[src/rtl/vga_timing_pkg.sv]
// Shared 640x480@60 timing constants and lock-state encoding for the VGA
// sync generator and the receive-side decoder.
package vga_timing_pkg;

  localparam int H_TOTAL        = 3200;
  localparam int V_TOTAL        = 521;
  localparam int H_START        = 576;
  localparam int V_START        = 31;
  localparam int H_ACTIVE       = 640;
  localparam int V_ACTIVE       = 480;
  localparam int CLKS_PER_PIXEL = 4;

  typedef enum logic [1:0] {
    SEARCH,
    TRACK,
    LOCKED
  } sync_state_e;

endpackage

[src/rtl/vga_edge_meter.sv]
// Registers one sync input, detects its assertion edge and measures the period
// between edges with a saturating counter advanced by cnt_en.
module vga_edge_meter #(
  parameter int DATA_W   = 12,
  parameter bit SYNC_POL = 1'b0,
  parameter bit MEAS_INC = 1'b1
) (
  input  logic              clk,
  input  logic              rst,
  input  logic              sync_in,
  input  logic              cnt_en,
  output logic              edge_det,
  output logic [DATA_W-1:0] cnt,
  output logic [DATA_W-1:0] meas
);

  localparam logic [DATA_W-1:0] CNT_MAX = '1;

  logic sync_p0;
  logic sync_p1;

  function automatic logic [DATA_W-1:0] sat_inc(input logic [DATA_W-1:0] v);
    return (v == CNT_MAX) ? v : v + DATA_W'(1);
  endfunction

  // p0: pin capture, p1: previous value for edge detect
  always_ff @(posedge clk) begin
    if (rst) begin
      sync_p0 <= ~SYNC_POL;
      sync_p1 <= ~SYNC_POL;
    end else begin
      sync_p0 <= sync_in;
      sync_p1 <= sync_p0;
    end
  end

  assign edge_det = (sync_p0 == SYNC_POL) && (sync_p1 != SYNC_POL);

  // Edge restarts the period; the clear wins over a same-cycle increment.
  always_ff @(posedge clk) begin
    if (rst) begin
      cnt  <= '0;
      meas <= '0;
    end else if (edge_det) begin
      cnt  <= '0;
      meas <= MEAS_INC ? sat_inc(cnt) : cnt;
    end else if (cnt_en) begin
      cnt  <= sat_inc(cnt);
    end
  end

endmodule

[src/rtl/vga_sync_decoder.sv]
// Receive-side VGA timing decoder: rebuilds pixel coordinates and strobes from
// hs/vs/RGB, measures line/frame length and tracks timing lock.
module vga_sync_decoder
  import vga_timing_pkg::*;
#(
  parameter int H_TOTAL        = vga_timing_pkg::H_TOTAL,
  parameter int V_TOTAL        = vga_timing_pkg::V_TOTAL,
  parameter int H_START        = vga_timing_pkg::H_START,
  parameter int V_START        = vga_timing_pkg::V_START,
  parameter int H_ACTIVE       = vga_timing_pkg::H_ACTIVE,
  parameter int V_ACTIVE       = vga_timing_pkg::V_ACTIVE,
  parameter int CLKS_PER_PIXEL = vga_timing_pkg::CLKS_PER_PIXEL,
  parameter int SAMPLE_PHASE   = 2,
  parameter bit SYNC_POL       = 1'b0,
  parameter int LOCK_FRAMES    = 2
) (
  input  logic        clk,
  input  logic        rst,
  input  logic        hs,
  input  logic        vs,
  input  logic [2:0]  rin,
  input  logic [2:0]  gin,
  input  logic [1:0]  bin,
  output logic        px_valid,
  output logic [9:0]  px_x,
  output logic [9:0]  px_y,
  output logic [7:0]  px_rgb,
  output logic        frame_start,
  output logic        locked,
  output logic        lock_lost,
  output logic [11:0] meas_htotal,
  output logic [9:0]  meas_vtotal
);

  localparam int GC_W = $clog2(LOCK_FRAMES + 1);

  logic              hs_edge;
  logic              vs_edge;
  logic [11:0]       hcnt;
  logic [9:0]        lcnt;
  logic [7:0]        rgb_p0;
  logic              line_err;
  logic              line_bad;
  logic              frame_good;
  logic              lost;
  logic              sample;
  logic              h_win;
  logic              v_win;
  logic              phase_hit;
  logic [11:0]       hrel;
  logic [9:0]        vrel;
  logic [9:0]        x_idx;
  logic [GC_W-1:0]   good_cnt;
  logic [GC_W-1:0]   good_cnt_nxt;
  sync_state_e       state;
  sync_state_e       state_nxt;

  vga_edge_meter #(
    .DATA_W   (12),
    .SYNC_POL (SYNC_POL),
    .MEAS_INC (1'b1)
  ) u_hs_meter (
    .clk      (clk),
    .rst      (rst),
    .sync_in  (hs),
    .cnt_en   (1'b1),
    .edge_det (hs_edge),
    .cnt      (hcnt),
    .meas     (meas_htotal)
  );

  // Lines are counted in hs edges; vs registered with the same latency as hs.
  vga_edge_meter #(
    .DATA_W   (10),
    .SYNC_POL (SYNC_POL),
    .MEAS_INC (1'b0)
  ) u_vs_meter (
    .clk      (clk),
    .rst      (rst),
    .sync_in  (vs),
    .cnt_en   (hs_edge),
    .edge_det (vs_edge),
    .cnt      (lcnt),
    .meas     (meas_vtotal)
  );

  // p0: RGB capture aligned with the registered sync inputs
  always_ff @(posedge clk) begin
    rgb_p0 <= {rin, gin, bin};
  end

  assign line_bad   = hs_edge && (hcnt != 12'(H_TOTAL - 1));
  assign frame_good = (lcnt == 10'(V_TOTAL)) && !line_err && !line_bad;

  // A line closed by an hs edge coincident with vs belongs to the ending frame.
  always_ff @(posedge clk) begin
    if (rst) begin
      line_err <= 1'b0;
    end else if (vs_edge) begin
      line_err <= 1'b0;
    end else if (line_bad) begin
      line_err <= 1'b1;
    end
  end

  always_ff @(posedge clk) begin
    if (rst) begin
      state    <= SEARCH;
      good_cnt <= '0;
    end else begin
      state    <= state_nxt;
      good_cnt <= good_cnt_nxt;
    end
  end

  always_comb begin
    state_nxt    = state;
    good_cnt_nxt = good_cnt;
    lost         = 1'b0;
    case (state)
      SEARCH: begin
        if (vs_edge) begin
          state_nxt    = TRACK;
          good_cnt_nxt = '0;
        end
      end
      TRACK: begin
        if (vs_edge) begin
          if (!frame_good) begin
            good_cnt_nxt = '0;
          end else if (good_cnt == GC_W'(LOCK_FRAMES - 1)) begin
            state_nxt    = LOCKED;
            good_cnt_nxt = GC_W'(LOCK_FRAMES);
          end else begin
            good_cnt_nxt = good_cnt + GC_W'(1);
          end
        end
      end
      LOCKED: begin
        if (line_bad || (vs_edge && !frame_good)) begin
          state_nxt    = SEARCH;
          good_cnt_nxt = '0;
          lost         = 1'b1;
        end
      end
      default: begin
        state_nxt    = SEARCH;
        good_cnt_nxt = '0;
      end
    endcase
  end

  assign locked = (state == LOCKED);

  assign hrel      = hcnt - 12'(H_START);
  assign vrel      = lcnt - 10'(V_START);
  assign x_idx     = 10'(hrel / 12'(CLKS_PER_PIXEL));
  assign h_win     = (hcnt >= 12'(H_START)) &&
                     (hcnt <  12'(H_START + CLKS_PER_PIXEL * H_ACTIVE));
  assign v_win     = (lcnt >= 10'(V_START)) && (lcnt < 10'(V_START + V_ACTIVE));
  assign phase_hit = (hrel % 12'(CLKS_PER_PIXEL)) == 12'(SAMPLE_PHASE);
  // Gating on the next state too drops the strobe in the cycle lock is lost.
  assign sample    = h_win && v_win && phase_hit &&
                     (state == LOCKED) && (state_nxt == LOCKED);

  // p1: registered pixel strobe and coordinates, held between strobes
  always_ff @(posedge clk) begin
    if (rst) begin
      px_valid    <= 1'b0;
      frame_start <= 1'b0;
      lock_lost   <= 1'b0;
      px_x        <= '0;
      px_y        <= '0;
      px_rgb      <= '0;
    end else begin
      px_valid    <= sample;
      frame_start <= sample && (x_idx == 10'd0) && (vrel == 10'd0);
      lock_lost   <= lost;
      if (sample) begin
        px_x   <= x_idx;
        px_y   <= vrel;
        px_rgb <= rgb_p0;
      end
    end
  end

endmodule

[config.mk]
export PLATFORM = sky130hd
export DESIGN_NAME = vga_sync_decoder
export DESIGN_NICKNAME = d
export VERILOG_FILES = /design/src/rtl/vga_timing_pkg.sv /design/src/rtl/vga_edge_meter.sv /design/src/rtl/vga_sync_decoder.sv
export SDC_FILE = /design/constraint.sdc
export NUM_CORES = 1
export LEC_CHECK = 0
export CAP_MARGIN = 10
export CELL_PAD_IN_SITES_DETAIL_PLACEMENT = 0
export CELL_PAD_IN_SITES_GLOBAL_PLACEMENT = 2
export CORE_ASPECT_RATIO = 1.4
export CORE_MARGIN = 2
export CORE_UTILIZATION = 43
export CTS_BUF_LIST = sky130_fd_sc_hd__clkbuf_2
export DETAILED_ROUTE_END_ITERATION = 16
export DONT_BUFFER_PORTS = 1
export PLACE_DENSITY = 0.83
export SLEW_MARGIN = 10
export SYNTH_ARGS = -nofsm -noshare
export SYNTH_HDL_FRONTEND = slang
export SYNTH_SLANG_ARGS = --single-unit
[constraint.sdc]
create_clock -name clk -period 4.95 [get_ports clk]
set_input_delay 0 -clock clk [delete_from_list [all_inputs] [get_ports clk]]
set_output_delay 0 -clock clk [all_outputs]
set_load 0.1 [all_outputs]
* Word level (Yosys, flattened, before mapping)
Index checks and enable logic that the tools add are counted.
** Cells by class
- Multiplexer cells :: 14
- Bitwise operators :: 4
- Order comparisons :: 4
- Eq/ne operators :: 12
- $add $sub $neg :: 5
- Reductions and logical operators :: 26
** Operators with widths (number)
- equality test 10 bit (second input constant) :: 2
- logical NOT 10 bit :: 2
- two-way mux 2 bit :: 10
- logical AND 1 bit :: 14
- adder 12 x 1 -> 12 bit (second input constant) :: 1
- equality test 12 bit (second input constant) :: 1
- >= comparator 12 x 10 -> 1 bit (second input constant) :: 1
- less-than comparator 12 bit (second input constant) :: 1
- two-way mux 12 bit :: 1
- != test 12 bit (second input constant) :: 1
- case mux 2 bit (3 select lines) :: 2
- subtractor 12 x 10 -> 12 bit (second input constant) :: 1
- adder 10 x 1 -> 10 bit (second input constant) :: 1
- >= comparator 10 x 5 -> 1 bit (second input constant) :: 1
- less-than comparator 10 x 9 -> 1 bit (second input constant) :: 1
- subtractor 10 x 5 -> 10 bit (second input constant) :: 1
- equality test 2 bit (second input constant) :: 3
- OR reduction 2 bit :: 3
- equality test 2 x 1 -> 1 bit (second input constant) :: 2
- != test 2 bit (second input constant) :: 2
- NOT 1 bit :: 4
- logical NOT 1 bit :: 3
- AND reduction 3 bit :: 1
- adder 2 x 1 -> 2 bit (second input constant) :: 1
- other kinds (5) :: 5
** Word-level totals
- Word-level logic and storage cells :: 83
- Flip-flop bits (word level) :: 92
- Output and inout port bits :: 54
- Input bits :: 12

* Longest topological paths before layout
Gate-level depths: netlist of the first run.
- Word-level depth :: 14
- Gate-level depth with buffers :: 9
- Depth with buffers taken out :: 7

* Hierarchy
From an unflattened synthesis of the first run, not the netlist that was laid out.
** Second synthesis, totals
- Cell total of the unflattened synthesis :: 505
- Area, all modules :: 4424.2 µm²
** Modules (own cells, without submodules)
- vga_sync_decoder :: cells an instance 247, instances 1, sequential area each 880.8 µm², area each 2233.4 µm²
- vga_edge_meter (u_hs_meter) :: cells an instance 149, instances 1, sequential area each 520.5 µm², area each 1276.2 µm²
- vga_edge_meter (u_vs_meter) :: cells an instance 109, instances 1, sequential area each 440.4 µm², area each 914.6 µm²

* Worst setup path after synthesis of the first run
Ideal clock, no wire load.
- Kind :: flip-flop to flip-flop
- Start point :: register state[0]
- End point :: register px_x[8]
- Data required time :: 4829 ps
- Setup slack :: 2516 ps
- Stages on the path, launching flop included :: 6
- Arrival :: 2313 ps
- Clock period less this slack :: 2434 ps
- Path buffers :: 0
- Setup time :: 121 ps
- Path through :: dfxtp_1 and2b_1 o2111ai_1 a31o_2 nor3_4 mux2_2
** On the way
- Elaborated cells between the ends (all ways) :: 12
- Classes of those cells :: 3 x eq/ne; 6 x mux; 3 x reduce/logical
** RTL lines
- start, declared :: RTL line vga_sync_decoder.sv:55 : sync_state_e state;
- start signal, assigned :: RTL line vga_sync_decoder.sv:111 : state <= state_nxt;
- equality test 2 bit (*)
- net locked :: RTL line vga_sync_decoder.sv:29 : output logic locked,
- case mux 2 bit (3 select lines) :: RTL line vga_sync_decoder.sv:120 : case (state)
- equality test 2 bit :: RTL line vga_sync_decoder.sv:164 : (state == LOCKED) && (state_nxt == LOCKED);
- logical AND 1 bit (*) :: RTL line vga_sync_decoder.sv:164
- end signal, assigned :: RTL line vga_sync_decoder.sv:180 : px_x <= x_idx;
- end, declared :: RTL line vga_sync_decoder.sv:25 : output logic [9:0] px_x,
Mark *: on every way through the listed nets, which the timed path passes. The rest lies on a longest branch.
A chain may end at the register's enable or synchronous reset.

* Worst setup path after layout of the first run
- Start point :: register u_vs_meter.cnt[0]
- End point :: register px_y[3]
** On the way
- Longest elaborated chain between the ends :: 10
- Elaborated cells between the ends (all ways) :: 19
- Classes of those cells :: 1 x add/sub; 2 x order compare; 2 x eq/ne; 4 x mux; 10 x reduce/logical
** RTL lines
- start, declared :: RTL line vga_edge_meter.sv:13 : output logic [DATA_W-1:0] cnt,
- start signal, assigned :: RTL line vga_edge_meter.sv:48 : cnt <= sat_inc(cnt);
- equality test 10 bit :: RTL line vga_sync_decoder.sv:93 : assign frame_good = (lcnt == 10'(V_TOTAL)) && !line_err && !line_bad;
- logical AND 1 bit (2 in series) :: RTL line vga_sync_decoder.sv:93
- logical NOT 1 bit :: RTL line vga_sync_decoder.sv:140 : if (line_bad || (vs_edge && !frame_good)) begin
- logical AND 1 bit :: RTL line vga_sync_decoder.sv:140
- logical OR 1 bit :: RTL line vga_sync_decoder.sv:140
- two-way mux 2 bit :: RTL line vga_sync_decoder.sv:140
- case mux 2 bit (3 select lines) :: RTL line vga_sync_decoder.sv:120
- equality test 2 bit :: RTL line vga_sync_decoder.sv:164
- logical AND 1 bit :: RTL line vga_sync_decoder.sv:164
- end signal, assigned :: RTL line vga_sync_decoder.sv:181 : px_y <= vrel;
- end, declared :: RTL line vga_sync_decoder.sv:26 : output logic [9:0] px_y,
Parallel ways exist; a longest one is shown, timed or not.

==> impl_metrics.ini, run 1 <==
[cts]
cts_buffer_depth = 2
clk_latency_ps = 590
cts_root_buffer = clkbuf_2
cts_tree = built
cts_setup_buffers = 0
clk_pin_slew_ps = 260
cts_made_buffers = 9
cts.repair.resized = 0
holdBufCountCts = 21
numClockSinks = 92
h-tree-depth = 3

[global_route]
antenna_found_initial = 0
grt_pass1_vias = 3051
grt_max_degree = 56
grt_use_total_pct = 20.0
grt_pass1_wl_um = 16100
overflow = 0

[min_path]
hold_path_depth = 2
hp-class = primary input to flip-flop
holdPathEnd = u_vs_meter.sync_p0
hold_path_startpoint = vs

[logic_synthesis]
ys_async_sr_fraction_pct = 0
synth_seq_cells = 92
synth_ff_type = dfxtp_1
syn_nets = 471
synth_seq_area_share_pct = 45.0
yosys_warnings = 0
synth_top_cell_by_area = dfxtp_1
synth_cell_types = 62
synth.top_cells.by_count = dfxtp_1 (92), nand2_1 (48), nor2_1 (34)
postSynthCellCount = 449
synth_most_common_cell = dfxtp_1
netlist_top_cells_area = dfxtp_1 (45%), nand2_1 (4.4%), a21oi_1 (3.5%), nand4_1 (3.2%), nor2_1 (3.1%)
netlist.area_leader.share_pct = 45.0
syn_area_per_cell_um2 = 9.12
synth_area_um2 = 4090
synth_edf_count = 0

[setup_path]
critPathSlowestCell = and2_1
cpLargestDelayFamily = simple AND/OR/NAND/NOR gates
cp_max_fo = 25
cp-end-kind = flip-flop
cp.arrival_ps = 3570
worstPathRequired_ps = 5510
path_buf_inv = 1
crit_chain = ha_1, nand4_1, nand2_1, and2_1, a31oi_1, a211oi_2, dlygate4sd3_1
path_class = flip-flop to flip-flop
rr_startpoint = u_vs_meter.cnt[0]
cp-start-kind = flip-flop
max_stage_delay_ps = 800
reg2reg_depth = 7
r2r_setup_slack_ps = 1940
r2r-end = px_y[3]

[route]
first_pass_iters = 4
drt_iter0_drc = 153
post-route-drc-count = 0
num_vias = 3177
antenna_left = 0
vias_per_cell = 5.66
routedWlPerCell_um = 17.8
wl_um = 9970

[power_and_ir_drop]
p_leak_nw = 1.51
power.density_nw_per_um2 = 269
ir_drop_v = 0.000139

[timing]
period_needed_ps = 3010
setup_violations = 0
fin_tns_setup_ps = 0
fin_skew_ps = 33.6
timing.final.crit_share_pct = 60.8
rsz0062_at_grt = false
worstMarginPinSlew_ps = 1030
clock.fmax_mhz = 332
hold_ws_ps = 23.0
hold_violations = 0
slew_headroom_pct = 31.3
slew_violations = 0

[cells_and_area]
area_delta_synth_final_pct = 6.63
drive_gt1_share_pct = 9.31
fill_cells = 938
fin_cells = 561
diodes = 0
finalNetCount = 468

[placed_design]
gp_congestion = 0.807
dpl.hpwl_um = 6810
io_buffers = 0
dp_cells = 524

[floorplan]
die_x_um = 86.5
row_count = 42
pin_count = 66
core_area_um2 = 9350
die_h_um = 119
die-area_um2 = 10300
initial_utilization_pct = 43.8

[run]
drv_cap = 0

[outcome]
status = complete, no violations
-- layout by cell type, fill, tap and decap left out, types with 2 or more instances in the layout --
master and instances:
dfxtp_1 92, nand2_1 48, nor2_1 34, a21oi_1 29
nand4_1 21, dlygate4sd3_1 20, o21ai_0 15, a31oi_1 15
nand3_1 12, xnor2_1 12, o31ai_1 12, xor2_1 11
inv_1 10, ha_1 10, a211oi_1 9, clkbuf_2 9
nand2b_1 8, and2_1 7, nor2b_1 7, nor3_1 5
and3_1 4, mux2_2 4, or2_2 4, a311oi_1 3
and4_1 2, mux2i_1 2, nor4_2 2, nor3b_1 2
or3_1 2, or4_1 2, clkinvlp_4 2, inv_6 2
-- metrics by stage --
step	power [W]	utilization, %	cell area (um2)	setup WS [ps]
after floorplan	0.000830	-	4090	2520
after CTS	0.00119	46.6	4360	1750
final	0.00117	46.7	4370	1940
after detailed placement	0.000832	43.1	4030	2150
after global placement	0.000831	43.1	4030	2240
after global routing	0.00123	46.7	4370	1700
-- power by group --
group	switching, W	internal [W]
clock	0.000267	0.0000677
combinational	0.0000412	0.0000253
sequential	0.0000190	0.000753
total	0.000328	0.000846
-- cells by family after synthesis --
logic type	share of synthesized area, %
adders and majority gates	3.06
AOI/OAI and AO/OA	16.2
muxes	1.59
xor gates and xnor gates	4.92
buffers and inverters	5.93
and+or+nand+nor	23.3
DFF	45.0
-- how the worst max path moves through the flow --
stage | startpoint | to | slack, ps | cells past startpoint
6_report | u_vs_meter.cnt[0] | px_y[3] | 1940 | 7
2_1_floorplan | state[0] | px_x[8] | 2520 | 5
3_3_place_gp | state[0] | px_y[5] | 2240 | 6
5_1_grt | u_vs_meter.cnt[0] | px_y[3] | 1700 | 7
3_5_place_dp | u_hs_meter.cnt[6] | px_x[7] | 2150 | 7
4_1_cts | u_hs_meter.cnt[6] | px_y[3] | 1750 | 8
-- state kept, by name, indices dropped and copies added, names as in the netlist, 2 cells and up --
| name | count |
|---|---|
| u_hs_meter.meas | 12 |
| u_hs_meter.cnt | 12 |
| u_vs_meter.cnt | 10 |
| good_cnt | 2 |
| px_y | 10 |
| px_x | 10 |
| px_rgb | 8 |
| rgb_p0 | 8 |
| state | 2 |
| u_vs_meter.meas | 10 |
-- cell type report --
| type | count | area [um2] | area share (%) |
|---|---|---|---|
| clock buffers | 9 | 45.0 | 1.03 |
| clock inverters | 7 | 50.0 | 1.15 |
| inverters | 10 | 37.5 | 0.860 |
| multi-input cells | 311 | 2020 | 46.2 |
| flip-flops and latches | 92 | 1840 | 42.2 |
| well taps | 110 | 138 | 3.15 |
| repair buffers | 22 | 235 | 5.39 |
-- worst reg2reg max path: stages, from the launching register on --
cell and delay (ps):
dfxtp_1 570, ha_1 300, nand4_1 160, nand2_1 160, and2_1 800, a31oi_1 220, a211oi_2 220, dlygate4sd3_1 570
-- per-layer routing --
metal	track usage [%]	share of wire (%)	vias to the layer above
li1	-	-	1585
met5	0	0	-
met3	3.81	4.1	18
met1	24.8	43	1511
met2	33.0	50	63
met4	9.28	2.6	0
Power figures use the tool's default switching activity.
==> inputs of run 2 (changes only) <==
--- a/config.mk
+++ b/config.mk
@@ -5,16 +5,17 @@
 export SDC_FILE = /design/constraint.sdc
 export NUM_CORES = 1
 export LEC_CHECK = 0
+export ABC_AREA = 1
 export CAP_MARGIN = 10
 export CELL_PAD_IN_SITES_DETAIL_PLACEMENT = 0
 export CELL_PAD_IN_SITES_GLOBAL_PLACEMENT = 2
 export CORE_ASPECT_RATIO = 1.4
 export CORE_MARGIN = 2
-export CORE_UTILIZATION = 43
+export CORE_UTILIZATION = 34
 export CTS_BUF_LIST = sky130_fd_sc_hd__clkbuf_2
 export DETAILED_ROUTE_END_ITERATION = 16
 export DONT_BUFFER_PORTS = 1
-export PLACE_DENSITY = 0.83
+export PLACE_DENSITY = 0.75
 export SLEW_MARGIN = 10
 export SYNTH_ARGS = -nofsm -noshare
 export SYNTH_HDL_FRONTEND = slang
==> constraint.sdc (replaced) <==
create_clock -name clk -period 2.5 [get_ports clk]
set_input_delay 0 -clock clk [delete_from_list [all_inputs] [get_ports clk]]
set_output_delay 0 -clock clk [all_outputs]
set_load 0.1 [all_outputs]
==> impl_metrics.ini, run 2 <==
[route]
post-route-drc-count = 0
vias_per_cell = 4.78
antenna_left = 0
drt_iter0_drc = 159
first_pass_iters = 4
num_vias = 3668
routedWlPerCell_um = 14.1
wl_um = 10800

[setup_path]
cp.arrival_ps = 2700
rr_startpoint = u_vs_meter.cnt[0]
worstPathRequired_ps = 3050
cp-end-kind = flip-flop
cp-start-kind = flip-flop
crit_start = u_vs_meter.cnt[0]
cp_max_fo = 50
path_class = flip-flop to flip-flop

[timing]
worst_slack_ps = 355
setup_violations = 0
worstMarginPinSlew_ps = 927
slew_violations = 0
clock.fmax_mhz = 466
rsz0062_at_grt = false
timing.final.crit_share_pct = 85.8
hold_violations = 0
period_needed_ps = 2140
fin_skew_ps = 27.7
slew_headroom_pct = 38.1
fin_tns_setup_ps = 0

[global_route]
antenna_found_initial = 1
grtUsageMet1_pct = 18.5
use_met3_pct = 3.28
grt_use_total_pct = 16.9
overflow = 0
grt_pass1_wl_um = 17700
grt_use_met2_pct = 32.3
grt.busiest_layer = met2
grt_max_degree = 51
grt_pass1_vias = 3629

[power_and_ir_drop]
p_leak_nw = 2.14
ir_drop_v = 0.000302
power.density_nw_per_um2 = 556

[logic_synthesis]
netlist_top_cells_area = dfxtp_1 (45%), nand2_1 (10%), nor2_1 (7.3%), a21oi_1 (6.1%), inv_1 (4.3%)
synth_seq_cells = 92
synth_seq_area_share_pct = 44.9
synth.top_cells.by_count = nand2_1 (112), dfxtp_1 (92), nor2_1 (80)
synth_edf_count = 0
syn_area_per_cell_um2 = 7.48
synth_cell_types = 31
synth_top_cell_by_area = dfxtp_1
yosys_warnings = 0
syn_nets = 570
netlist.area_leader.share_pct = 44.9
synth_ff_type = dfxtp_1
ys_async_sr_fraction_pct = 0
synth_most_common_cell = nand2_1
synth_area_um2 = 4100
postSynthCellCount = 548

[cts]
holdBufCountCts = 20
cts_made_buffers = 9
cts_root_buffer = clkbuf_2
cts.repair.resized = 0
cts_setup_buffers = 0
cts_tree = built
cts_buffer_depth = 2
clk_latency_ps = 590
numClockSinks = 92
clk_pin_slew_ps = 290
h-tree-depth = 3

[floorplan]
die_h_um = 134
die_x_um = 96.8
initial_utilization_pct = 34.7
die-area_um2 = 13000
row_count = 47
core_area_um2 = 11800
pin_count = 66

[placed_design]
io_buffers = 0
dp_cells = 730
gp_congestion = 0.855
place_ws_ps = 402
placed_area_um2 = 4610
dpl.hpwl_um = 7840

[cells_and_area]
area_delta_synth_final_pct = 21.2
final_common_cell = nand2_1
finalNetCount = 636
final_cell_mix = nand2_1 (112), dfxtp_1 (92), nor2_1 (80)
reg_top3 = u_hs_meter.cnt x12, u_hs_meter.meas x12
final_util_pct = 42.0
stdcell_area_um2 = 4970
drive_gt1_share_pct = 15.3
fin_cells = 767

[min_path]
hp-class = primary input to flip-flop
hold_path_startpoint = vs

[outcome]
status = complete, no violations

[run]
drv_cap = 0
[run 2: cell types whose count changed in the layout (fill, tap and decap cells not counted), moves of 17 or more]
cell      change
nand2_1      +64
a21oi_1      +21
buf_4        +54
nand3_1      +20
inv_1        +37
nand3b_1     +17
nor2_1       +46
[run 2: final cells by class]
class | instances | area (um2)
diodes | 1 | 2.50
clock buffers | 9 | 45.0
clock inverters | 7 | 108
fillers | 1272 | 6850
inverters | 51 | 191
multi-input cells | 383 | 1940
flip-flops and latches | 92 | 1840
well taps | 147 | 184
repair buffers | 77 | 653
[run 2: report_power, final]
group          switching, W  total [W]  internal [W]
clock              0.000576   0.000927      0.000351
combinational      0.000217   0.000304     0.0000862
sequential        0.0000204    0.00153       0.00151
total              0.000814    0.00276       0.00195
[run 2: cells by family (layout without fill, tap and decap cells)]
logic type | after synthesis | after routing | share of synthesized area, %
compound gates | 88 | 88 | 11.1
xor+xnor | 13 | 13 | 2.78
fa+ha+maj | 10 | 10 | 3.05
buf+inv | 73 | 144 | 7.69
flops | 92 | 92 | 44.9
other cells | 0 | 1 | 0
simple gates | 272 | 272 | 30.4
[run 2: per-layer routing]
| layer | vias up | part of all wire [%] |
|---|---|---|
| met5 | - | 0 |
| met4 | 0 | 1.7 |
| met3 | 9 | 3.4 |
| met1 | 1694 | 42 |
| li1 | 1897 | - |
| met2 | 68 | 53 |
[run 2: worst paths after layout]
check / endpoint / slack [ps] / depth (start not counted)
worst max register to register: px_y[3] / 360 / 12
worst min register to register: u_vs_meter.sync_p1 / 450 / 2
worst min-delay path: u_vs_meter.sync_p0 / 40 / 2
worst max-delay path: px_y[3] / 360 / 12
[run 2: worst max-delay path, stage by stage (launching register included)]
cell and delay [ps]:
dfxtp_1 520, ha_1 240, nand2_1 90, nor2_1 130, nand4_1 120, nand3_1 130
inv_2 60, nor2_4 120, buf_12 230, nand2_1 220, nand2_1 120, nand2_1 50
nor2_1 100
[run 2: through the flow]
step / hold WS (ps) / power [W]
2_1_floorplan: 27.7 / 0.00177
5_1_grt: 20.0 / 0.00288
3_3_place_gp: 27.8 / 0.00183
3_5_place_dp: 27.8 / 0.00184
4_1_cts: 0.385 / 0.00279
6_report: 41.3 / 0.00276
